[config.mk]
export PLATFORM = sky130hd
export DESIGN_NAME = reg_wb_arbiter_flat
export DESIGN_NICKNAME = d
export VERILOG_FILES = /design/src/rtl/reg_wb_arbiter_pkg.sv /design/src/rtl/reg_wb_arbiter_if.sv /design/src/rtl/reg_wb_arbiter_rr_arbiter.sv /design/src/rtl/reg_wb_arbiter.sv /design/src/flat_wrapper.sv
export SDC_FILE = /design/constraint.sdc
export NUM_CORES = 1
export LEC_CHECK = 0
export BUFFER_PORTS_ARGS = -buffer_cell sky130_fd_sc_hd__buf_2
export CELL_PAD_IN_SITES_DETAIL_PLACEMENT = 0
export CELL_PAD_IN_SITES_GLOBAL_PLACEMENT = 2
export CORE_ASPECT_RATIO = 0.6
export CORE_UTILIZATION = 21
export CTS_CLUSTER_DIAMETER = 80
export DETAILED_ROUTE_END_ITERATION = 6
export PLACE_DENSITY = 0.94
export RECOVER_POWER = 100
export SETUP_SLACK_MARGIN = 0.2
export SYNTH_ARGS = -nofsm -noshare
export SYNTH_HDL_FRONTEND = slang
export SYNTH_SLANG_ARGS = --single-unit
export TNS_END_PERCENT = 20
[constraint.sdc]
create_clock -name clk -period 4.27 [get_ports clk]
set_input_delay 0.427 -clock clk [delete_from_list [all_inputs] [get_ports clk]]
set_output_delay 0.427 -clock clk [all_outputs]
set_load 0.05 [all_outputs]
[src/rtl/reg_wb_arbiter_pkg.sv]
// Shared types and constants for the register-file writeback arbiter.
// The wb_req data field matches the default 32-bit datapath (bit_size).
package reg_wb_arbiter_pkg;

   localparam int REG_ADDR_W = 5;
   localparam logic [REG_ADDR_W-1:0] REG_ZERO = 5'd0;
   localparam int CNT_W = 16;
   localparam logic [CNT_W-1:0] CNT_MAX = {CNT_W{1'b1}};
   localparam int WB_DATA_W = 32;

   typedef struct packed {
      logic [REG_ADDR_W-1:0] addr;
      logic [WB_DATA_W-1:0]  data;
   } wb_req;

   // Pointer width for an n-way round-robin; never narrower than one bit.
   function automatic int ptr_width(input int n);
      return (n > 1) ? $clog2(n) : 1;
   endfunction

endpackage

[src/rtl/reg_wb_arbiter_if.sv]
// Writeback requester bus: per-requester valid/addr/data with a one-hot ready.
// Requester i occupies addr[5i+4:5i] and data slice i.
interface reg_wb_arbiter_if #(
   parameter int bit_size = 32,
   parameter int NUM_REQ  = 2
);
   import reg_wb_arbiter_pkg::*;

   logic [NUM_REQ-1:0]            req_valid;
   logic [REG_ADDR_W*NUM_REQ-1:0] req_addr;
   logic [bit_size*NUM_REQ-1:0]   req_data;
   logic [NUM_REQ-1:0]            req_ready;

   modport master (
      output req_valid,
      output req_addr,
      output req_data,
      input  req_ready
   );

   modport slave (
      input  req_valid,
      input  req_addr,
      input  req_data,
      output req_ready
   );

endinterface

[src/rtl/reg_wb_arbiter_rr_arbiter.sv]
// N-way round-robin arbiter: combinational one-hot grant, pointer advances past
// the winner on each grant and holds otherwise. en_i low suppresses all grants.
module rr_arbiter
   import reg_wb_arbiter_pkg::*;
#(
   parameter int N = 2
) (
   input  logic         clk,
   input  logic         rst,
   input  logic         en_i,
   input  logic [N-1:0] req_i,
   output logic [N-1:0] gnt_o,
   output logic         gnt_any_o
);

   localparam int PTR_W = ptr_width(N);

   logic [PTR_W-1:0] ptr_q;
   logic [PTR_W-1:0] ptr_d;
   logic [PTR_W-1:0] gnt_idx;
   int               idx;

   // Scan ptr, ptr+1, ... and take the first active requester.
   always_comb begin
      gnt_o     = '0;
      gnt_any_o = 1'b0;
      gnt_idx   = ptr_q;
      idx       = 0;
      if (en_i) begin
         for (int k = 0; k < N; k++) begin
            idx = (int'(ptr_q) + k) % N;
            if (!gnt_any_o && req_i[idx]) begin
               gnt_any_o    = 1'b1;
               gnt_o[idx]   = 1'b1;
               gnt_idx      = PTR_W'(idx);
            end
         end
      end
   end

   always_comb begin
      ptr_d = ptr_q;
      if (gnt_any_o) begin
         ptr_d = (gnt_idx == PTR_W'(N - 1)) ? '0 : gnt_idx + 1'b1;
      end
   end

   always_ff @(posedge clk or posedge rst) begin
      if (rst) begin
         ptr_q <= '0;
      end else begin
         ptr_q <= ptr_d;
      end
   end

endmodule

[src/rtl/reg_wb_arbiter.sv]
// Register-file write-port arbiter: round-robin grant into a one-entry write stage,
// r0 writes dropped, read hazards, contention counter. Optional REG_WB_BYPASS_EN forwards the stage.
module reg_wb_arbiter
   import reg_wb_arbiter_pkg::*;
#(
   parameter int bit_size = 32,
   parameter int NUM_REQ  = 2
) (
   input  logic                  clk,
   input  logic                  rst,
   input  logic                  wb_stall,
   reg_wb_arbiter_if.slave       bus,
   output logic                  RegWrite,
   output logic [REG_ADDR_W-1:0] Write_reg,
   output logic [bit_size-1:0]   Write_data,
   input  logic [REG_ADDR_W-1:0] Read_reg1,
   input  logic [REG_ADDR_W-1:0] Read_reg2,
   input  logic [bit_size-1:0]   rf_data1,
   input  logic [bit_size-1:0]   rf_data2,
   output logic [bit_size-1:0]   Read_data1,
   output logic [bit_size-1:0]   Read_data2,
   output logic                  hazard1,
   output logic                  hazard2,
   output logic [CNT_W-1:0]      conflict_cnt
);

   logic [NUM_REQ-1:0]    gnt;
   logic                  gnt_any;
   logic [REG_ADDR_W-1:0] sel_addr;
   logic [bit_size-1:0]   sel_data;
   logic [NUM_REQ-1:0]    pend;

   logic       we_q;
   logic       we_d;
   wb_req      stage_q;
   wb_req      stage_d;
   logic [CNT_W-1:0] cnt_q;
   logic [CNT_W-1:0] cnt_d;

   rr_arbiter #(
      .N (NUM_REQ)
   ) u_rr (
      .clk       (clk),
      .rst       (rst),
      .en_i      (!wb_stall),
      .req_i     (bus.req_valid),
      .gnt_o     (gnt),
      .gnt_any_o (gnt_any)
   );

   assign bus.req_ready = gnt;

   always_comb begin
      sel_addr = REG_ZERO;
      sel_data = '0;
      for (int i = 0; i < NUM_REQ; i++) begin
         if (gnt[i]) begin
            sel_addr = bus.req_addr[i*REG_ADDR_W +: REG_ADDR_W];
            sel_data = bus.req_data[i*bit_size +: bit_size];
         end
      end
   end

   // r0 grants are consumed like any other but never raise the write enable.
   always_comb begin
      we_d    = gnt_any && (sel_addr != REG_ZERO);
      stage_d = stage_q;
      if (gnt_any) begin
         stage_d.addr = sel_addr;
         stage_d.data = sel_data;
      end
   end

   always_comb begin
      cnt_d = cnt_q;
      if (($countones(bus.req_valid) >= 2) && (cnt_q != CNT_MAX)) begin
         cnt_d = cnt_q + 1'b1;
      end
   end

   always_ff @(posedge clk or posedge rst) begin
      if (rst) begin
         we_q    <= 1'b0;
         stage_q <= '0;
         cnt_q   <= '0;
      end else begin
         we_q    <= we_d;
         stage_q <= stage_d;
         cnt_q   <= cnt_d;
      end
   end

   assign RegWrite     = we_q;
   assign Write_reg    = stage_q.addr;
   assign Write_data   = stage_q.data;
   assign conflict_cnt = cnt_q;

   // A read hazards on requests still waiting this cycle, not on the one being granted.
   always_comb begin
      pend    = bus.req_valid & ~gnt;
      hazard1 = 1'b0;
      hazard2 = 1'b0;
      for (int i = 0; i < NUM_REQ; i++) begin
         if (pend[i] && (Read_reg1 != REG_ZERO) &&
             (bus.req_addr[i*REG_ADDR_W +: REG_ADDR_W] == Read_reg1)) begin
            hazard1 = 1'b1;
         end
         if (pend[i] && (Read_reg2 != REG_ZERO) &&
             (bus.req_addr[i*REG_ADDR_W +: REG_ADDR_W] == Read_reg2)) begin
            hazard2 = 1'b1;
         end
      end
   end

`ifdef REG_WB_BYPASS_EN
   assign Read_data1 = (we_q && (stage_q.addr == Read_reg1)) ? stage_q.data : rf_data1;
   assign Read_data2 = (we_q && (stage_q.addr == Read_reg2)) ? stage_q.data : rf_data2;
`else
   assign Read_data1 = rf_data1;
   assign Read_data2 = rf_data2;
`endif

endmodule

[src/flat_wrapper.sv]
// flat-port wrapper written by rule: the top's interface ports become plain ports
module reg_wb_arbiter_flat import reg_wb_arbiter_pkg::*;
#(
   parameter int bit_size = 32,
   parameter int NUM_REQ  = 2
)
  (clk, rst, wb_stall, RegWrite, Write_reg, Write_data, Read_reg1, Read_reg2, rf_data1, rf_data2, Read_data1, Read_data2, hazard1, hazard2, conflict_cnt, bus_req_valid, bus_req_addr, bus_req_data, bus_req_ready);
  reg_wb_arbiter_if #(.bit_size(bit_size), .NUM_REQ(NUM_REQ)) bus_i ();
  input  logic clk;
  input  logic rst;
  input  logic wb_stall;
  output logic RegWrite;
  output logic [REG_ADDR_W-1:0] Write_reg;
  output logic [bit_size-1:0] Write_data;
  input  logic [REG_ADDR_W-1:0] Read_reg1;
  input  logic [REG_ADDR_W-1:0] Read_reg2;
  input  logic [bit_size-1:0] rf_data1;
  input  logic [bit_size-1:0] rf_data2;
  output logic [bit_size-1:0] Read_data1;
  output logic [bit_size-1:0] Read_data2;
  output logic hazard1;
  output logic hazard2;
  output logic [CNT_W-1:0] conflict_cnt;
  input wire logic [$bits(bus_i.req_valid)-1:0] bus_req_valid;
  input wire logic [$bits(bus_i.req_addr)-1:0] bus_req_addr;
  input wire logic [$bits(bus_i.req_data)-1:0] bus_req_data;
  output wire logic [$bits(bus_i.req_ready)-1:0] bus_req_ready;
  assign bus_i.req_valid = bus_req_valid;
  assign bus_i.req_addr = bus_req_addr;
  assign bus_i.req_data = bus_req_data;
  assign bus_req_ready = bus_i.req_ready;
  reg_wb_arbiter #(.bit_size(bit_size), .NUM_REQ(NUM_REQ)) u_core (.clk(clk), .rst(rst), .wb_stall(wb_stall), .bus(bus_i), .RegWrite(RegWrite), .Write_reg(Write_reg), .Write_data(Write_data), .Read_reg1(Read_reg1), .Read_reg2(Read_reg2), .rf_data1(rf_data1), .rf_data2(rf_data2), .Read_data1(Read_data1), .Read_data2(Read_data2), .hazard1(hazard1), .hazard2(hazard2), .conflict_cnt(conflict_cnt));
endmodule
==> results.sh <==
export IMPL_grt_pass1_vias=2671
export IMPL_clk_pin_slew_ps=70
export IMPL_fmax_ghz=0.3097
export IMPL_rsz0062_at_grt="false"
export IMPL_clkSinkCount=55
export IMPL_io_buffers=146
export IMPL_setup_viol=0
export IMPL_dr_pass1_iters=7
export IMPL_nFillCells=1637
export IMPL_areaGrowthSynthToFinish_pct=17.03
export IMPL_startpoint="bus_req_valid[1]"
export IMPL_syn_area_per_cell_um2=10.08
export IMPL_status="finished with violations"
export IMPL_whs_ps=324.4
export IMPL_wl_per_cell_um=15.11
export IMPL_path_delay_family="compound AO/OA/AOI/OAI gates"
export IMPL_drive_gt1_frac=0.2638
export IMPL_cp_slowest_cell="o21bai_1"
export IMPL_gp_congestion=0.8697
export IMPL_synth_ff_type="dfrtp_1"
export IMPL_hp_class="primary input to asynchronous set/reset pin"
export IMPL_grt_pass1_wl_um=14060
export IMPL_final_max_slew_viol_count=39
export IMPL_yosysWarnings=0
export IMPL_failed_checks="DRC, capacitance limit, slew limit"
export IMPL_htree_num_levels=2
export IMPL_grtUsageTotal=0.1143
export IMPL_crit_chain="buf_2 > o21bai_1 > a222oi_1 > inv_1"
export IMPL_cts_hold_buf=0
export IMPL_cap_violations=1
export IMPL_setup_tns_ps=0
export IMPL_grt_start_max_net_pins=56
export IMPL_vias_per_cell=4.646
export IMPL_period_share=0.7561
export IMPL_synth_area_um2=3196
export IMPL_rows=34
export IMPL_dp_cells=588
export IMPL_synth_edff_count=0
export IMPL_synth_cell_types=39
export IMPL_worst_pin_slew_ps=3139
export IMPL_combPwrFrac=0.359
export IMPL_critPathCaptureType="flip-flop"
export IMPL_initial_core_util=0.2177
export IMPL_die_w_um=161.3
export IMPL_vias=2769
export IMPL_path_buf_inv=2
export IMPL_async_reset_ff_frac=1.000
export IMPL_power_density_nw_per_um2=456.8
export IMPL_clock_path_buffers=2
export IMPL_antenna_found_initial=0
export IMPL_timing_rr_start="u_core.conflict_cnt[0]"
export IMPL_largest_reg_flops=32
export IMPL_worstPathArrival_ps=3450
export IMPL_p_sw_frac=0.4321
export IMPL_n_antenna_cell=0
export IMPL_critical_path_class="primary input to flip-flop"
export IMPL_drt_iter0_drc=247
export IMPL_core_area_um2=14680
export IMPL_register_area_um2=1376
export IMPL_ir_worst_vdd_mv=0.1387
export IMPL_dp_hpwl_um=6885
export IMPL_final_cell_mix="buf_2 (89), clkbuf_1 (57), dfrtp_1 (55)"
export IMPL_clkPwrFrac=0.241
export IMPL_finClkSkew_ps=7.088
export IMPL_pin_count=275
export IMPL_ant_nets=0
export IMPL_grt_remaining_overflow=0
export IMPL_cp_depth=4
export IMPL_report_final_hold_viol_count=0
export IMPL_final_common_cell="buf_2"
export IMPL_synth_fp_nets=471
export IMPL_p_seq_frac=0.400
export IMPL_leakage_nw=1.847
export IMPL_yosysSeqAreaShare=0.4307
export IMPL_critical_path_peak_fanout=38
export IMPL_cts_root_buf="clkbuf_16"
export IMPL_ys_seq_elements=55
export IMPL_netlist_instances=317
export IMPL_drc_errors=4
export IMPL_cp_required_ps=4490
export IMPL_multi_input_area_um2=1124
export IMPL_max_slew_margin=-1.097
export IMPL_nets=551
export IMPL_fp_dieArea_um2=15730
export IMPL_cts_setup_buffers=0
export IMPL_cts_made_buffers=5
export IMPL_cts_resized_gates=0
export IMPL_slowest_delay_ps=2320
export IMPL_final_cells=596
export IMPL_wirelength_um=9005
export IMPL_insertion_delay_ps=290
export IMPL_reg2reg_depth=5
export IMPL_power_switching_w=0.0007382
export IMPL_fp_dieH_um=97.55
export IMPL_cts_tree="done"
export IMPL_p_int_w=0.0009701
export IMPL_period_needed_ps=3229
export IMPL_crit_path_start_kind="primary input"
==> metrics by stage <==
step / total power [W] / cell area [um2] / utilization / worst slack [ps]
2_1_floorplan: 0.001292 / 3196 / - / 1943
3_3_place_gp: 0.001331 / 3704 / 0.2523 / 1810
3_5_place_dp: 0.001340 / 3704 / 0.2523 / 1787
4_1_cts: 0.001769 / 3847 / 0.2621 / 1710
5_1_grt: 0.001815 / 3740 / 0.2548 / 881.0
6_report: 0.001708 / 3740 / 0.2548 / 1041
==> cell usage after synthesis, drive strengths merged, types with 2 or more instances <==
master	count	area [um2]
nand2	13	48.80
a222oi	37	370.4
or4	8	60.06
o21ai	4	20.01
and3	3	18.77
nor2	11	43.80
mux2	3	37.53
inv	41	153.9
xnor2	15	131.4
a21oi	5	25.02
nand4	5	37.53
nand3	4	20.02
dfrtp	55	1376
clkbuf	6	22.52
and4	2	17.52
buf	70	508.0
nor4	2	33.78
nor3	5	25.02
xor2	15	131.4
o2111ai	2	17.52
==> worst register-to-register path: stages, from the launching register on <==
cell and delay, ps:
dfrtp_1 410, ha_1 250, nand4_1 120, nor4_1 930
nor2_2 100, mux2_1 360
==> path summary, 6_finish.rpt <==
path | slack (ps) | endpoint
worst min register to register | 490 | u_core.Write_reg[2]
worst min-delay path | 320 | u_core.Write_data[31]
worst max-delay path | 1040 | u_core.Write_data[11]
max in group asynchronous | 3480 | u_core.Write_reg[2]
worst max register to register | 1990 | u_core.conflict_cnt[1]
min in group clk | 350 | u_core.Write_data[15]
==> power by group through the flow <==
stage	combinational (W)	clock [W]	sequential, W
after floorplan	0.000325	0	0.000968
after global placement	0.000646	0	0.000685
after detailed placement	0.000653	0	0.000687
after CTS	0.000652	0.000435	0.000682
after global routing	0.000655	0.000464	0.000696
final	0.000614	0.000411	0.000683
==> layout make-up <==
type / instances / area share
sequential: 55 / 0.3680
multi-input combinational: 145 / 0.3004
timing repair buffer: 149 / 0.1857
tap: 198 / 0.06624
inverter: 41 / 0.04115
clock buffer: 5 / 0.03346
clock inverter: 3 / 0.005018
==> logic make-up after synthesis <==
group / after synthesis / share of synthesized area
XOR/XNOR: 30 / 0.08223
adder cells (fa/ha/maj): 1 / 0.003915
multiplexers: 3 / 0.01174
AND/OR/NAND/NOR: 57 / 0.1057
AO/OA/AOI/OAI: 54 / 0.1515
buffers and inverters: 117 / 0.2142
flip-flops: 55 / 0.4307
==> routing by layer <==
metal  wire length (um)  part of all wire  up-vias  GRT usage
met5                  0                 0        -          0
met4                 56            0.0062        0    0.02250
met3                928              0.10       13    0.04652
met2               3741              0.42      169     0.1608
met1               4278              0.48     1355     0.1619
li1                   -                 -     1232          -
No activity file was read; power rests on OpenSTA's default activity.
